--- src/rtl/checker_pkg.sv ---
// Shared types for the register check engine: scan FSM states and the
// expected-value table entry.
package checker_pkg;

    // Table entry widths; the engine's XLEN/REG_AW parameters must match these.
    localparam int CHK_XLEN   = 32;
    localparam int CHK_REG_AW = 5;

    typedef enum logic [2:0] {
        IDLE,
        RUN,
        SCAN_REQ,
        SCAN_CMP,
        DONE
    } check_state_t;

    typedef struct packed {
        logic [CHK_REG_AW-1:0] reg_num;
        logic [CHK_XLEN-1:0]   val;
        logic [CHK_XLEN-1:0]   mask;
        logic                  valid;
    } check_entry_t;

    function automatic logic masked_eq(input logic [CHK_XLEN-1:0] got,
                                       input logic [CHK_XLEN-1:0] exp,
                                       input logic [CHK_XLEN-1:0] mask);
        return ((got ^ exp) & mask) == '0;
    endfunction

endpackage

--- src/rtl/reg_check_engine_quiet_detector.sv ---
// Run-phase activity monitor: counts consecutive idle write-back cycles and
// total run cycles, flagging quiescence or timeout on the cycle they are reached.
module quiet_detector #(
    parameter int QUIET_CYCLES   = 16,
    parameter int TIMEOUT_CYCLES = 1000
) (
    input  logic clk,
    input  logic reset,
    input  logic clear,
    input  logic run,
    input  logic wb_en,
    output logic quiet_hit,
    output logic timeout_hit
);

    localparam int QW = $clog2(QUIET_CYCLES + 1);
    localparam int TW = $clog2(TIMEOUT_CYCLES + 1);

    logic [QW-1:0] quiet_q;
    logic [TW-1:0] run_q;

    // Hits fire on the cycle whose count update would reach the threshold,
    // so the FSM leaves RUN on exactly that edge.
    assign quiet_hit   = run && !wb_en && (quiet_q == QW'(QUIET_CYCLES - 1));
    assign timeout_hit = run && (run_q == TW'(TIMEOUT_CYCLES - 1));

    always_ff @(posedge clk) begin
        if (reset || clear) begin
            quiet_q <= '0;
            run_q   <= '0;
        end else if (run) begin
            quiet_q <= wb_en ? '0 : quiet_q + 1'b1;
            run_q   <= run_q + 1'b1;
        end
    end

endmodule

--- src/rtl/reg_check_engine.sv ---
// Watches cpu write-back until quiet or timeout, then scans the expected-value
// table through a register-file read port and reports pass/fail results.
module reg_check_engine #(
    parameter int XLEN           = 32,
    parameter int REG_AW         = 5,
    parameter int NUM_CHECKS     = 8,
    parameter int QUIET_CYCLES   = 16,
    parameter int TIMEOUT_CYCLES = 1000
) (
    input  logic                             clk,
    input  logic                             reset,
    input  logic                             exp_wr_en,
    input  logic [$clog2(NUM_CHECKS)-1:0]    exp_idx,
    input  logic [REG_AW-1:0]                exp_reg,
    input  logic [XLEN-1:0]                  exp_val,
    input  logic [XLEN-1:0]                  exp_mask,
    input  logic                             exp_valid,
    input  logic                             start,
    input  logic                             wb_en,
    input  logic [REG_AW-1:0]                wb_rd,
    output logic [REG_AW-1:0]                rf_raddr,
    input  logic [XLEN-1:0]                  rf_rdata,
    output logic                             busy,
    output logic                             done,
    output logic                             timeout,
    output logic [$clog2(NUM_CHECKS+1)-1:0]  pass_cnt,
    output logic [$clog2(NUM_CHECKS+1)-1:0]  fail_cnt,
    output logic [$clog2(NUM_CHECKS)-1:0]    first_fail_idx,
    output logic [XLEN-1:0]                  first_fail_got,
    output logic                             any_fail
);
    import checker_pkg::*;

    localparam int IW = $clog2(NUM_CHECKS);
    localparam int CW = $clog2(NUM_CHECKS + 1);
    localparam logic [IW-1:0] LAST = IW'(NUM_CHECKS - 1);
    localparam logic [CW-1:0] CNT_MAX = CW'(NUM_CHECKS);

    check_entry_t  tbl [NUM_CHECKS];
    check_entry_t  cur;
    check_state_t  state;
    logic [IW-1:0] ptr;
    logic [REG_AW-1:0] raddr_q;
    logic idle_or_done, launch, match, quiet_hit, timeout_hit;
    logic unused_wb_rd;

    assign cur          = tbl[ptr];
    assign idle_or_done = (state == IDLE) || (state == DONE);
    assign launch       = start && idle_or_done;
    assign match        = masked_eq(rf_rdata, cur.val, cur.mask);
    assign unused_wb_rd = ^wb_rd;

    // The address is presented during SCAN_REQ so a synchronous-read register
    // file returns data in SCAN_CMP; it is then held for the compare cycle.
    assign rf_raddr = (state == SCAN_REQ && cur.valid) ? cur.reg_num : raddr_q;

    quiet_detector #(
        .QUIET_CYCLES   (QUIET_CYCLES),
        .TIMEOUT_CYCLES (TIMEOUT_CYCLES)
    ) u_quiet (
        .clk         (clk),
        .reset       (reset),
        .clear       (launch),
        .run         (state == RUN),
        .wb_en       (wb_en),
        .quiet_hit   (quiet_hit),
        .timeout_hit (timeout_hit)
    );

    always_ff @(posedge clk) begin
        if (reset) begin
            for (int i = 0; i < NUM_CHECKS; i++) tbl[i].valid <= 1'b0;
        end else if (exp_wr_en && idle_or_done && (32'(exp_idx) < NUM_CHECKS)) begin
            tbl[exp_idx] <= '{reg_num: exp_reg, val: exp_val, mask: exp_mask, valid: exp_valid};
        end
    end

    always_ff @(posedge clk) begin
        if (reset) begin
            state          <= IDLE;
            ptr            <= '0;
            raddr_q        <= '0;
            busy           <= 1'b0;
            done           <= 1'b0;
            timeout        <= 1'b0;
            pass_cnt       <= '0;
            fail_cnt       <= '0;
            first_fail_idx <= '0;
            first_fail_got <= '0;
            any_fail       <= 1'b0;
        end else begin
            case (state)
                IDLE, DONE: begin
                    if (start) begin
                        state          <= RUN;
                        busy           <= 1'b1;
                        done           <= 1'b0;
                        timeout        <= 1'b0;
                        pass_cnt       <= '0;
                        fail_cnt       <= '0;
                        first_fail_idx <= '0;
                        first_fail_got <= '0;
                        any_fail       <= 1'b0;
                    end
                end
                RUN: begin
                    // Quiescence takes priority when both thresholds land together.
                    if (quiet_hit || timeout_hit) begin
                        state   <= SCAN_REQ;
                        ptr     <= '0;
                        timeout <= !quiet_hit;
                    end
                end
                SCAN_REQ: begin
                    if (cur.valid) begin
                        raddr_q <= cur.reg_num;
                        state   <= SCAN_CMP;
                    end else if (ptr == LAST) begin
                        state <= DONE;
                        busy  <= 1'b0;
                        done  <= 1'b1;
                    end else begin
                        ptr <= ptr + 1'b1;
                    end
                end
                SCAN_CMP: begin
                    if (match) begin
                        if (pass_cnt != CNT_MAX) pass_cnt <= pass_cnt + 1'b1;
                    end else begin
                        if (fail_cnt != CNT_MAX) fail_cnt <= fail_cnt + 1'b1;
                        if (!any_fail) begin
                            first_fail_idx <= ptr;
                            first_fail_got <= rf_rdata;
                        end
                        any_fail <= 1'b1;
                    end
                    if (ptr == LAST) begin
                        state <= DONE;
                        busy  <= 1'b0;
                        done  <= 1'b1;
                    end else begin
                        ptr   <= ptr + 1'b1;
                        state <= SCAN_REQ;
                    end
                end
                default: state <= IDLE;
            endcase
        end
    end

endmodule
--- config.mk ---
export PLATFORM = sky130hd
export DESIGN_NAME = reg_check_engine
export DESIGN_NICKNAME = d
export VERILOG_FILES = /design/src/rtl/checker_pkg.sv /design/src/rtl/reg_check_engine_quiet_detector.sv /design/src/rtl/reg_check_engine.sv
export SDC_FILE = /design/constraint.sdc
export NUM_CORES = 1
export LEC_CHECK = 0
export ABC_CLOCK_PERIOD_IN_PS = 9400
export CAP_MARGIN = 15
export CORE_UTILIZATION = 50
export CTS_CLUSTER_DIAMETER = 60
export DETAILED_ROUTE_END_ITERATION = 8
export DONT_BUFFER_PORTS = 1
export SYNTH_ARGS = -nofsm -noshare
export SYNTH_HDL_FRONTEND = slang
export SYNTH_HIERARCHICAL = 1
export SYNTH_SLANG_ARGS = --single-unit
--- constraint.sdc ---
create_clock -name clk -period 9.4 [get_ports clk]
set_clock_uncertainty 0.15 [all_clocks]
set_input_delay 1.41 -clock clk [delete_from_list [all_inputs] [get_ports clk]]
set_output_delay 1.41 -clock clk [all_outputs]
set_load 0.005 [all_outputs]
==> results of run 1 <==
-- metal layers --
metal / part of all wire [%] / GRT usage [%] / vias to the layer above
li1: - / - / 6335
met1: 43 / 30.8 / 7222
met2: 47 / 36.3 / 379
met3: 6.6 / 5.66 / 100
met4: 3.0 / 8.81 / 4
met5: 0.045 / 0 / -
-- layout make-up --
cell class | instances | area (um2)
multi-input cells | 838 | 6620
well taps | 672 | 841
flip-flops and latches | 636 | 18300
inverters | 35 | 131
repair buffers | 20 | 163
clock buffers | 95 | 1910
clock inverters | 32 | 298
fillers | 3972 | 22000
-- worst paths after layout --
| check | from | end | slack (ns) | depth (start not counted) |
|---|---|---|---|---|
| hold reg to reg | timeout | timeout | 0.32 | 2 |
| hold / removal | timeout | timeout | 0.32 | 2 |
| setup reg to reg | register | first_fail_got[4] | 3.68 | 10 |
| setup / recovery | register | first_fail_got[4] | 3.68 | 10 |
-- power by group --
group | internal [W] | switching, W
Sequential | 0.00310 | 0.00000844
Clock | 0.00154 | 0.00109
Combinational | 0.0000345 | 0.0000616
Total | 0.00468 | 0.00116
-- logic make-up after synthesis --
kind of cell	Yosys count	share of synthesized area, %
DFF	636	71.9
adders and majority gates	8	0.392
and+or+nand+nor	385	8.74
muxes	118	6.41
buffers and inverters	123	2.44
xor gates and xnor gates	92	3.16
AOI/OAI and AO/OA	235	7.00
-- layout by cell type, fill, tap and decap left out, types with 8 or more instances in the layout --
cell type / instances
a211oi_1: 8
a21oi_1: 27
a221oi_1: 17
a22o_1: 36
a311oi_1: 14
a31oi_1: 21
and2_1: 15
and3_1: 23
and3b_1: 9
buf_4: 19
clkbuf_1: 19
clkbuf_16: 70
clkinv_2: 10
dfxtp_1: 74
edfxtp_1: 560
ha_1: 8
inv_1: 35
mux2_2: 20
mux2i_1: 63
mux4_2: 34
nand2_1: 66
nand2b_1: 18
nand3_1: 41
nand3b_1: 30
nand4_1: 25
nor2_1: 53
nor3_1: 8
nor3b_1: 12
nor4_1: 15
nor4b_1: 10
o21ai_0: 29
o311a_1: 11
or4_1: 16
xnor2_1: 11
xor2_1: 81
-- metrics by stage --
step	setup slack, ns	power [W]	cells	hold slack (ns)	area, um2
floorplan	1.56	0.00325	1597	0.298	25500
global placement	3.68	0.00326	2201	0.315	26100
detailed placement	3.61	0.00327	2201	0.320	26100
CTS	3.58	0.00589	2328	0.329	28300
global route	3.41	0.00601	2328	0.351	28300
finish	3.68	0.00583	2328	0.320	28300
-- sequential cells by signal, indices dropped and copies added (netlist names), named ones only --
| name | flops |
|---|---|
| first_fail_idx | 3 |
| ptr | 3 |
| u_quiet/run_q | 10 |
| any_fail | 1 |
| timeout | 1 |
| busy | 1 |
| first_fail_got | 32 |
| raddr_q | 5 |
| tbl | 560 |
| state | 3 |
| fail_cnt | 4 |
| u_quiet/quiet_q | 5 |
| done | 1 |
| pass_cnt | 4 |
-- worst register-to-register path, cell delays in order, from the launching register on --
cell and delay [ns]:
dfxtp_4 0.78, buf_4 0.80, mux2i_1 0.38, nor4_1 0.07, or4_1 0.59, or4_1 0.41
or4_1 0.58, or4_4 0.50, nand3_2 0.23, a22o_2 0.87, a22o_1 0.30
==> run_results.csv, run 1 <==
group,metric,value,unit
routing,num_vias,14000,
critical_path,path_class,"register to register",
die,pin_count,167,
clock_tree,cts_sinks,636,
timing,fmax,0.175,GHz
timing,fin_crit,5.72,ns
yosys,syn_nets,1720,
yosys,synth_top_area_share,65.9,%
die,initial_utilization,50.8,%
critical_path,arrival,6.10,ns
yosys,ys_ff_latch,636,
clock_tree,cts_buffer_depth,3,
critical_path,critPathLaunchType,"register",
timing,fin_crit_sh,60.9,%
yosys,ys_seq_area_share,71.9,%
routing,vias_per_cell,6.03,
grt,grt_pass1_vias,13900,
yosys,syn_area_per_cell,16.0,um2
timing,relSlewSlack,24.4,%
clock_tree,post_cts_buffers,0,
grt,grt_usage,23.0,%
layout,area_growth,10.9,%
yosys,yosys-top-cells-count,"edfxtp_1, xor2_1, dfxtp_1, nand2_1, mux2i_1",
layout,final_util,56.3,%
timing,rsz0062_at_grt,"no",
critical_path,cp_max_fo,56,
grt,antenna_found_initial,2,
min_path,hold_class,"register to register",
yosys,synth_edf_count,560,
run,cap_violations,0,
place,portBuffers,0,
yosys,synth_area,0.0255,mm2
routing,totalWireLength,59400,um
grt,grt_first_pass_wirelength,87900,um
clock_tree,clk_pin_slew,0.06,ns
yosys,synthArstFlopShare,0,%
die,die-area,0.0519,mm2
clock_tree,cts_resized,0,
grt,grt_max_degree,75,
clock_tree,cts_max_level,3,
critical_path,crit_slowest_cell,"a22o_2",
routing,drtAntennaViolNets,0,
pwr,vdd_drop_max,0.160,mV
critical_path,setup.worst_path.end_class,"register",
die,rows,82,
critical_path,crit_family,"simple AND/OR/NAND/NOR gates",
clock_tree,root_buffer,"clkbuf_16",
routing,wire_per_inst,25.5,um
timing,setup_tns,0,ns
critical_path,worstPathRequired,9.78,ns
layout,layout-drive-gt1-share,12.2,%
critical_path,cp_common_cell,"or4_1",
yosys,ys_types,76,
grt,grt-ovfl-total,0,
pwr,pwr_density_cell,206,mW/mm2
place,dpl.hpwl,36900,um
critical_path,path_buf_inv,1,
die,die_w,228,um
clock_tree,cts_made_buffers,69,
yosys,yosysMostFrequentCell,"edfxtp_1",
die,design.core.area,0.0503,mm2
routing,drc_errors,0,
clock_tree,cts_tree,"yes",
yosys,ys_warn_count,6,
yosys,netlist_top_cells_area,"edfxtp_1, dfxtp_1, mux4_2",
routing,drtPass1Iterations,7,
layout,nets,1723,
timing,hold_viol,0,
clock_tree,cts_hold_buf,0,
timing,slew_viol_final,0,
run_status,outcome,"complete, no violations",
die,die_y,228,um
yosys,ys.flop_type,"edfxtp_1",
pwr,p_leak,9.02,nW
critical_path,worstPathCellList,"buf_4 > mux2i_1 > nor4_1 > or4_1 > or4_1 > or4_1 > or4_4 > nand3_2 > a22o_2 > a22o_1",
yosys,syn_inst,1597,
critical_path,max_stage_delay,0.86,ns
timing,setup_violations,0,
routing,drtIter0Drc,1060,
yosys,yosys.area.top_type,"edfxtp_1",
layout,antennaDiodeCount,0,
place,gp_congestion,0.799,
clock_tree,worstSkewPairLatency,0.60,ns
timing,tightest_slew,1.13,ns
No activity file was read; power rests on OpenSTA's default activity.
==> run 2: changes to the inputs <==
- ABC_CLOCK_PERIOD_IN_PS: 9400 -> 5100
- PLACE_DENSITY: unset -> 0.68
- clock period: 9.4 -> 5.1 ns (I/O delays scaled with it)
==> run 2 against run 1 <==
Worst setup slack worse by 3.1 ns. Highest routed layer is now met4. Cell area increased by 1.6%. Clock power grew 96%. Critical path depth rose by 1. Fmax grew 27%. Critical path type unchanged. Sequential power is 84% higher. Routed wire length increased by 1.7%. First-iteration DRC count is 12% higher. Largest power group unchanged. Combinational power is 93% higher.
==> run_results.csv, run 2 (synthesis results as in run 1) <==
group,metric,value,unit
run_status,outcome,"complete, no violations",
grt,grt_usage,23.4,%
layout,nets,1745,
die,design.core.area,0.0503,mm2
min_path,hold_class,"input port to register",
timing,relSlewSlack,34.7,%
routing,top_signal_layer_used,"met4",
run,cap_violations,0,
routing,drtIter0Drc,1192,
timing,tightest_slew,0.979,ns
layout,design_area,0.0288,mm2
die,die_w,228,um
layout,regMostFlops,"tbl",
clock_tree,cts_resized,0,
layout,mostFrequentLayoutCells,"edfxtp_1, xor2_1, dfxtp_1",
routing,drc_errors,0,
layout,reg_top3,"tbl (560), first_fail_got (32), u_quiet/run_q (10)",
clock_tree,cts_hold_buf,0,
place,dpl.hpwl,38700,um
clock_tree,worstSkewPairLatency,0.60,ns
layout,antennaDiodeCount,0,
timing,fin_crit_sh,88.6,%
layout,final_common_cell,"edfxtp_1",
routing,vias_per_cell,6.10,
grt,antenna_found_initial,0,
critical_path,arrival,4.90,ns
layout,fin_cells,2351,
routing,drtAntennaViolNets,0,
timing,slew_viol_final,0,
die,die_y,228,um
pwr,vdd_drop_max,0.275,mV
clock_tree,cts_sinks,636,
routing,num_vias,14400,
routing,drtPass1Iterations,5,
die,die-area,0.0519,mm2
clock_tree,cts_made_buffers,69,
critical_path,crit_family,"simple AND/OR/NAND/NOR gates",
clock_tree,cts_tree,"yes",
critical_path,cp_max_fo,39,
routing,wire_per_inst,25.7,um
place,gp_congestion,0.855,
die,initial_utilization,50.8,%
routing,totalWireLength,60500,um
routing,drt-met1-wl,24800,um
routing,route.met2.wl,29300,um
critical_path,rrSetupSlack,0.58,ns
grt,grt_max_degree,81,
critical_path,setup.worst_path.end_class,"register",
routing,wl_met3,4260,um
layout,layout-drive-gt1-share,14.0,%
timing,fmax,0.221,GHz
place,place_area,0.0264,mm2
clock_tree,post_cts_buffers,0,
critical_path,path_buf_inv,2,
layout,largest_register_ffs,560,
pwr,pwr_density_cell,385,mW/mm2
critical_path,path_class,"register to register",
grt,grt-ovfl-total,0,
clock_tree,root_buffer,"clkbuf_16",
pwr,p_leak,9.26,nW
timing,rsz0062_at_grt,"no",
critical_path,crit_slowest_cell,"dfxtp_4",
critical_path,worstPathCellList,"buf_4 > mux2i_1 > nor4_1 > or4_1 > or4_1 > or4_1 > or4_4 > nand3_2 > a22o_2 > buf_12 > a22o_1",
place,portBuffers,0,
clock_tree,clk_pin_slew,0.06,ns
place,dp.cells,2223,
grt,grt_pass1_vias,14300,
critical_path,worstPathRequired,5.49,ns
timing,hold_viol,0,
timing,setup_tns,0,ns
critical_path,max_stage_delay,0.74,ns
critical_path,cp_common_cell,"or4_1",
layout,area_growth,12.7,%
die,pin_count,167,
timing,setup_violations,0,
clock_tree,cts_max_level,3,
timing,fin_crit,4.52,ns
die,rows,82,
grt,grt_first_pass_wirelength,90400,um
clock_tree,cts_buffer_depth,3,
critical_path,critPathLaunchType,"register",
run 2: changes by cell type in the layout (fill, tap and decap cells not counted), sizes merged:
cell      change
clkbuf        -4
inv           -2
buf          +22
clkinv        +2
bufinv        +4
clkinvlp      +1
run 2: worst paths after layout:
check | start | endpoint | depth (start not counted)
worst min register to register | timeout | timeout | 2
worst max-delay path | register | first_fail_got[6] | 11
worst min-delay path | reset | timeout | 1
worst max register to register | register | first_fail_got[6] | 11
run 2: area by class of cell:
| type | count | area, um2 |
|---|---|---|
| Fill cell | 3860 | 21500 |
| Sequential cell | 636 | 18300 |
| Timing Repair Buffer | 42 | 440 |
| Clock buffer | 91 | 1950 |
| Multi-Input combinational cell | 838 | 6630 |
| Clock inverter | 37 | 423 |
| Tap cell | 672 | 841 |
| Inverter | 35 | 131 |
run 2: stage by stage:
stage	total power, W	util (%)	setup slack (ns)	hold slack, ns
final	0.0111	57.2	0.582	0.0867
after global routing	0.0114	57.2	0.461	0.0517
after CTS	0.0112	57.2	0.603	0.0534
after detailed placement	0.00603	52.5	0.644	0.322
after global placement	0.00602	52.5	0.677	0.307
after floorplan	0.00599	-	0.0927	0.298
run 2: power by group:
group	switching, W	internal (W)	total (W)
Sequential	0.0000161	0.00571	0.00573
Clock	0.00203	0.00312	0.00516
Combinational	0.000115	0.0000703	0.000185
run 2: metal layers:
metal  track usage, %  vias up
li1                 -     6372
met1             30.3     7395
met2             38.0      466
met3             6.11      118
met4             8.52        0
met5                0        -
